$ cat config.mk
export PLATFORM = sky130hd
export DESIGN_NAME = m55_sched
export DESIGN_NICKNAME = d
export VERILOG_FILES = /design/src/rtl/m55_sched.sv
export SDC_FILE = /design/constraint.sdc
export NUM_CORES = 1
export LEC_CHECK = 0
export ABC_AREA = 0
export BUFFER_PORTS_ARGS = -buffer_cell sky130_fd_sc_hd__buf_2
export CORE_MARGIN = 1.5
export CORE_UTILIZATION = 60
export DETAILED_ROUTE_END_ITERATION = 8
export PLACE_DENSITY = 0.81
export RECOVER_POWER = 50
export SLEW_MARGIN = 5
export SYNTH_ARGS = -nofsm -noshare
export SYNTH_HDL_FRONTEND = slang
export SYNTH_SLANG_ARGS = --single-unit
$ cat constraint.sdc
create_clock -name clk -period 9.5 [get_ports clk]
set_input_delay 1.425 -clock clk [delete_from_list [all_inputs] [get_ports clk]]
set_output_delay 1.425 -clock clk [all_outputs]
set_load 0.05 [all_outputs]
$ cat src/rtl/m55_sched.sv
// Buffer scheduler for the four m55 lane memories: tracks each buffer through
// load -> permute -> unload and issues selects, lane addresses and control pulses.
//
// state  | meaning
// S_FREE | empty, may be claimed by the loader
// S_LOAD | loader is writing lanes
// S_FULL | all 25 lanes written, waiting for the permutation engine
// S_PERM | owned by the permutation engine
// S_DONE | permuted, waiting for the first unload pop
// S_UNLD | being drained to the NoC output side
module m55_sched #(
   parameter int NBUF  = 4,
   parameter int LANES = 25
) (
   input  logic       clk,
   input  logic       reset,
   input  logic       ld_push,
   input  logic       ld_first,
   output logic       ld_stop,
   output logic       ld_wr,
   output logic [1:0] ld_buf,
   output logic [2:0] ld_x,
   output logic [2:0] ld_y,
   output logic       pm_start,
   output logic [1:0] pm_buf,
   input  logic       pm_done,
   output logic       ul_valid,
   output logic [1:0] ul_buf,
   output logic [2:0] ul_x,
   output logic [2:0] ul_y,
   input  logic       ul_pop,
   output logic       ul_last,
   output logic       err
);

   typedef enum logic [2:0] {
      S_FREE, S_LOAD, S_FULL, S_PERM, S_DONE, S_UNLD
   } buf_state_e;

   localparam logic [4:0] LAST_LANE = 5'(LANES - 1);

   buf_state_e st_q [NBUF];
   buf_state_e st_n [NBUF];
   buf_state_e ld_cur, ul_cur;

   logic [1:0] ld_ptr_q, ld_ptr_n, pm_ptr_q, pm_ptr_n, ul_ptr_q, ul_ptr_n;
   logic [4:0] ld_lane_q, ld_lane_n, ul_lane_q, ul_lane_n, ld_lane;
   logic [2:0] ld_x_q, ld_x_n, ld_y_q, ld_y_n;
   logic [2:0] ul_x_q, ul_x_n, ul_y_q, ul_y_n;
   logic       ld_accept, perm_busy, perm_busy_n, start_n, err_n, pm_buf_sel;

   assign ld_cur    = st_q[ld_ptr_q];
   assign ul_cur    = st_q[ul_ptr_q];
   assign ld_stop   = !(ld_cur == S_FREE || ld_cur == S_LOAD);
   assign ld_accept = ld_push && !ld_stop && (ld_first || ld_cur == S_LOAD);
   assign ld_wr     = ld_accept;
   assign ld_buf    = ld_ptr_q;
   // ld_first always addresses lane 0, whatever the counter holds
   assign ld_lane   = ld_first ? 5'd0 : ld_lane_q;
   assign ld_x      = ld_first ? 3'd0 : ld_x_q;
   assign ld_y      = ld_first ? 3'd0 : ld_y_q;

   assign ul_valid  = (ul_cur == S_DONE) || (ul_cur == S_UNLD);
   assign ul_buf    = ul_ptr_q;
   assign ul_x      = ul_x_q;
   assign ul_y      = ul_y_q;
   assign ul_last   = ul_valid && (ul_lane_q == LAST_LANE);

   always_comb begin
      perm_busy = pm_start;
      for (int i = 0; i < NBUF; i++)
         if (st_q[i] == S_PERM) perm_busy = 1'b1;
   end

   always_comb begin
      st_n       = st_q;
      ld_ptr_n   = ld_ptr_q;
      pm_ptr_n   = pm_ptr_q;
      ul_ptr_n   = ul_ptr_q;
      ld_lane_n  = ld_lane_q;
      ld_x_n     = ld_x_q;
      ld_y_n     = ld_y_q;
      ul_lane_n  = ul_lane_q;
      ul_x_n     = ul_x_q;
      ul_y_n     = ul_y_q;
      err_n      = err;

      if (pm_start) st_n[pm_ptr_q] = S_PERM;

      if (ld_accept) begin
         if (ld_lane == LAST_LANE) begin
            st_n[ld_ptr_q] = S_FULL;
            ld_ptr_n       = ld_ptr_q + 2'd1;
            ld_lane_n      = 5'd0;
            ld_x_n         = 3'd0;
            ld_y_n         = 3'd0;
         end else begin
            st_n[ld_ptr_q] = S_LOAD;
            ld_lane_n      = ld_lane + 5'd1;
            ld_x_n         = (ld_x == 3'd4) ? 3'd0 : ld_x + 3'd1;
            ld_y_n         = (ld_x == 3'd4) ? ld_y + 3'd1 : ld_y;
         end
      end else if (ld_push && !ld_stop) begin
         err_n = 1'b1;
      end

      if (pm_done) begin
         if (perm_busy) begin
            st_n[pm_ptr_q] = S_DONE;
            pm_ptr_n       = pm_ptr_q + 2'd1;
         end else begin
            err_n = 1'b1;
         end
      end

      if (ul_pop) begin
         if (!ul_valid) begin
            err_n = 1'b1;
         end else if (ul_last) begin
            st_n[ul_ptr_q] = S_FREE;
            ul_ptr_n       = ul_ptr_q + 2'd1;
            ul_lane_n      = 5'd0;
            ul_x_n         = 3'd0;
            ul_y_n         = 3'd0;
         end else begin
            st_n[ul_ptr_q] = S_UNLD;
            ul_lane_n      = ul_lane_q + 5'd1;
            ul_x_n         = (ul_x_q == 3'd4) ? 3'd0 : ul_x_q + 3'd1;
            ul_y_n         = (ul_x_q == 3'd4) ? ul_y_q + 3'd1 : ul_y_q;
         end
      end

      // Start is decided on next state so it pulses right after the lane-24 write;
      // the buffer stays FULL during the pulse and becomes PERM at its end.
      perm_busy_n = 1'b0;
      for (int i = 0; i < NBUF; i++)
         if (st_n[i] == S_PERM) perm_busy_n = 1'b1;
      start_n    = (st_n[pm_ptr_n] == S_FULL) && !perm_busy_n;
      pm_buf_sel = start_n;
   end

   always_ff @(posedge clk) begin
      if (reset) begin
         for (int i = 0; i < NBUF; i++) st_q[i] <= S_FREE;
         ld_ptr_q  <= 2'd0;
         pm_ptr_q  <= 2'd0;
         ul_ptr_q  <= 2'd0;
         ld_lane_q <= 5'd0;
         ld_x_q    <= 3'd0;
         ld_y_q    <= 3'd0;
         ul_lane_q <= 5'd0;
         ul_x_q    <= 3'd0;
         ul_y_q    <= 3'd0;
         pm_start  <= 1'b0;
         pm_buf    <= 2'd0;
         err       <= 1'b0;
      end else begin
         st_q      <= st_n;
         ld_ptr_q  <= ld_ptr_n;
         pm_ptr_q  <= pm_ptr_n;
         ul_ptr_q  <= ul_ptr_n;
         ld_lane_q <= ld_lane_n;
         ld_x_q    <= ld_x_n;
         ld_y_q    <= ld_y_n;
         ul_lane_q <= ul_lane_n;
         ul_x_q    <= ul_x_n;
         ul_y_q    <= ul_y_n;
         pm_start  <= start_n;
         if (pm_buf_sel) pm_buf <= pm_ptr_n;
         err       <= err_n;
      end
   end

endmodule
# Yosys cells after proc, flatten, opt, wreduce, memory -nomap -nowiden
# Index checks and enable logic that the tools add are counted.
[classes]
mux = 52
bitwise = 21
n_lt_le_gt_ge = 7
addsub = 9
eq_ne = 16
reduce_logical = 18
[ops]
columns = ["cell", "count"]
rows = [
  ["$mux W12", 8],
  ["$mux W3", 19],
  ["$eq A3 B2 Y1 const B", 9],
  ["$and A8 B8 Y8", 3],
  ["$not A8 Y8", 3],
  ["$bmux W3 S2", 3],
  ["$demux W3 S2", 3],
  ["$or A8 B8 Y8", 2],
  ["$mux W5", 3],
  ["$mux W1", 14],
  ["$add A3 B1 Y3 const B", 4],
  ["$and A12 B12 Y12", 1],
  ["$eq A3 B3 Y1 const B", 4],
  ["$ge A3 B3 Y1 const B", 4],
  ["$not A12 Y12", 1],
  ["$not A2 Y3", 4],
  ["$or A4 B4 Y4", 3],
  ["$add A5 B1 Y5 const B", 2],
  ["$eq A5 B5 Y1 const B", 2],
  ["$lt A3 B1 Y1 const B", 3],
  ["$and A4 B4 Y4", 2],
  ["$not A4 Y4", 2],
  ["$logic_and A1 B1 Y1", 7],
  ["$add A2 B1 Y2 const B", 3],
  ["other kinds (8)", 14],
]
[totals]
inputBits = 6
regBits = 44
word_cells = 139
out_inout_bits = 24

# Longest topological paths before layout
[logic_depth]
word_depth = 25
depth_mapped = 12
ltp_nobuf = 10

# Worst setup path before layout
# OpenSTA, ideal clock, no wires.
[synth_timing]
kind = "input-to-output"
startpoint = "in ld_first"
endpoint = "out ld_wr"
required_ps = 8075
t_arrival_ps = 2776
setup_slack_ps = 5299
path_buffers = 1
path_stages = 5
cell_sequence = "nor2b_1 -> a22o_1 -> or3_4 -> clkinv_4 -> clkbuf_1"
[synth_via]
elab_chain_len = 2
[synth_rtl]
columns = ["item", "line_no", "source"]
rows = [
  ["start: declaration", "18", "input logic ld_first,"],
  ["$logic_or A1 B1 Y1", "55", "assign ld_accept = ld_push && !ld_stop && (ld_first || ld_cur == S_LOAD);"],
  ["$logic_and A1 B1 Y1", "55", ""],
  ["end: declaration", "20", "output logic ld_wr,"],
]
# No other way between the ends.

# Worst setup path in the final report
# Same ends and word-level chain as after synthesis.

==> flow_metrics.py <==
metrics = {
    "cells_and_area": {
        "mostFrequentLayoutCells": "dfxtp_1 (44), nand2_1 (40), nor2_1 (38)",
        "area_growth_pct": 7.82,
        "seq_area_um2": 881,
        "final_nets": 391,
        "nFillCells": 370,
        "drive_above_1_share": 0.0744,
        "final_cell_area_mm2": 0.00300,
        "antenna_cells": 0,
        "layout_commonest_cell": "dfxtp_1",
        "multi_input_area_mm2": 0.00175,
    },
    "drt": {
        "drt_iter0_markers": 265,
        "viasPerCell": 6.09,
        "drt_wl_total_um": 6610,
        "vias": 2527,
        "drtPass1Iterations": 5,
        "drcViolationCount": 0,
        "antenna_left": 0,
        "avgRoutedWirePerCell_um": 15.9,
    },
    "synth": {
        "synth-async-reset-ratio": 0,
        "syn-num-nets": 370,
        "netlist_instances": 342,
        "ys_warn_count": 0,
        "synth-seq-area-share": 0.316,
        "synth_cell_types": 57,
        "synth_edf_count": 0,
        "synth-seq-cells": 44,
        "syn_avg_cell_area_um2": 8.14,
        "synthFlopType": "dfxtp_1",
        "synth_area_mm2": 0.00278,
    },
    "clock_tree": {
        "numCtsBuffers": 5,
        "cts-resized-gates": 0,
        "clk_latency_ps": 300,
        "postCtsHoldBufs": 0,
        "cts.clk_slew.worst_paths_ps": 80,
        "clock-sinks": 44,
        "clockBufferDepth": 2,
        "cts_tree": "yes",
        "clock_tree.root_cell": "clkbuf_8",
        "cts_max_level": 2,
        "post_cts_buffers": 0,
    },
    "pwr": {
        "p_leak_nw": 1.18,
        "cellPowerDensity_mw_per_mm2": 177,
        "power.total_mw": 0.532,
        "peakVddDrop_mv": 0.0979,
    },
    "sta": {
        "slew_viol_final": 0,
        "fin_skew_ps": 7.26,
        "setup_viol": 0,
        "fin_setup_tns_ps": 0,
        "rsz0062_at_grt": "no",
        "whs_ps": 481,
        "fin_crit_sh": 0.536,
        "max_freq_mhz": 196,
        "period_needed_ps": 5090,
        "worstMarginPinSlew_ps": 694,
        "final-hold-violation-count": 0,
        "slew_headroom": 0.538,
    },
    "global_routing": {
        "gr-usage-all-layers": 0.269,
        "first_global_vias": 2299,
        "grt_pass1_wl_um": 10800,
        "antenna_found_initial": 0,
        "grt_overflow_total": 0,
        "grt_max_degree": 39,
    },
    "placed_design": {
        "dpl_cell_area_mm2": 0.00294,
        "io_buffers": 29,
        "routabilityCongestion": 0.969,
        "dpl.hpwl_um": 4730,
    },
    "setup_path": {
        "crit_arrival_ps": 3670,
        "cp_max_fo": 18,
        "required_ps": 8080,
        "start_kind": "input port",
        "end_kind": "primary output",
        "worstSetupPathType": "in2out",
    },
    "floorplan": {
        "ios": 30,
        "design.core.area_mm2": 0.00441,
        "rows": 24,
        "die_y_um": 71.1,
        "die_area_mm2": 0.00506,
        "start_util": 0.631,
        "chipWidth_um": 71.1,
    },
    "outcome": {
        "outcome": "completed",
    },
    "hold_path": {
        "hp-class": "reg2reg",
    },
    "flow_run": {
        "max_cap_viol_count": 0,
    },
}
## worst max-delay path: stages
cell,delay (ps)
clkbuf_1,480
nor2b_1,100
a22o_1,280
or3_1,520
clkinvlp_2,490
buf_2,360
## routing by layer
layer | track usage | part of all wire
met4 | 0.0943 | 0.017
met5 | 0 | 0
met2 | 0.417 | 0.46
met3 | 0.0527 | 0.052
met1 | 0.373 | 0.47
## power by group
group | switching, mW | internal [mW]
clock | 0.0609 | 0.0648
sequential | 0.0177 | 0.199
combinational | 0.127 | 0.0627
## layout make-up
type                            instances  area share
Clock buffer                            7      0.0321
Inverter                               22      0.0279
Multi-Input combinational cell        261       0.584
Sequential cell                        44       0.293
Tap cell                               52      0.0217
Timing Repair Buffer                   29      0.0413
## stage by stage
stage                     worst slack (ps)  instances  utilization
after CTS                             5180        415        0.687
after floorplan                       5300        342            -
after global placement                5210        408        0.666
final                                 4410        415        0.680
after global routing                  4290        415        0.680
after detailed placement              5110        408        0.666
## Yosys cell counts (7+ instances only)
library cell,n,area [µm²]
o21ai_0,9,45.0
and2_1,7,43.8
dfxtp_1,44,881
nor2b_1,7,43.8
ha_1,22,275
nand2_1,39,146
a21oi_1,27,135
inv_1,20,75.1
nor2_1,38,143
nand3_1,8,40.0
clkbuf_1,14,52.6
nand2b_1,10,62.6
## flip-flops by register name, indices dropped and copies added (netlist names)
register / count
err: 1
ld_buf: 2
ld_lane_q: 5
ld_x_q: 3
ld_y_q: 3
pm_buf: 2
pm_ptr_q: 2
pm_start: 1
st_q: 12
ul_buf: 2
ul_lane_q: 5
ul_x: 3
ul_y: 3
## cell families (layout without fill, tap and decap cells)
logic type / after synthesis / after routing / share of synthesized area
AOI/OAI and AO/OA: 75 / 75 / 0.189
and+or+nand+nor: 146 / 146 / 0.274
adders and majority gates: 22 / 22 / 0.0989
muxes: 9 / 9 / 0.0422
DFF: 44 / 44 / 0.316
buffers and inverters: 37 / 58 / 0.0517
xor gates and xnor gates: 9 / 9 / 0.0283
## worst paths after layout
kind	start	endpoint	slack, ps	cells past startpoint
worst max-delay path	ld_first	ld_wr	4410	6
worst min-delay path	ld_lane_q[1]$_SDFFE_PP0N_	ld_lane_q[1]$_SDFFE_PP0N_	480	2
worst max register to register	ld_buf[1]$_SDFFE_PP0P_	pm_buf[1]$_SDFFE_PP0P_	5710	9
worst min register to register	ld_lane_q[1]$_SDFFE_PP0N_	ld_lane_q[1]$_SDFFE_PP0N_	480	2
No activity file was read; power rests on OpenSTA's default activity.
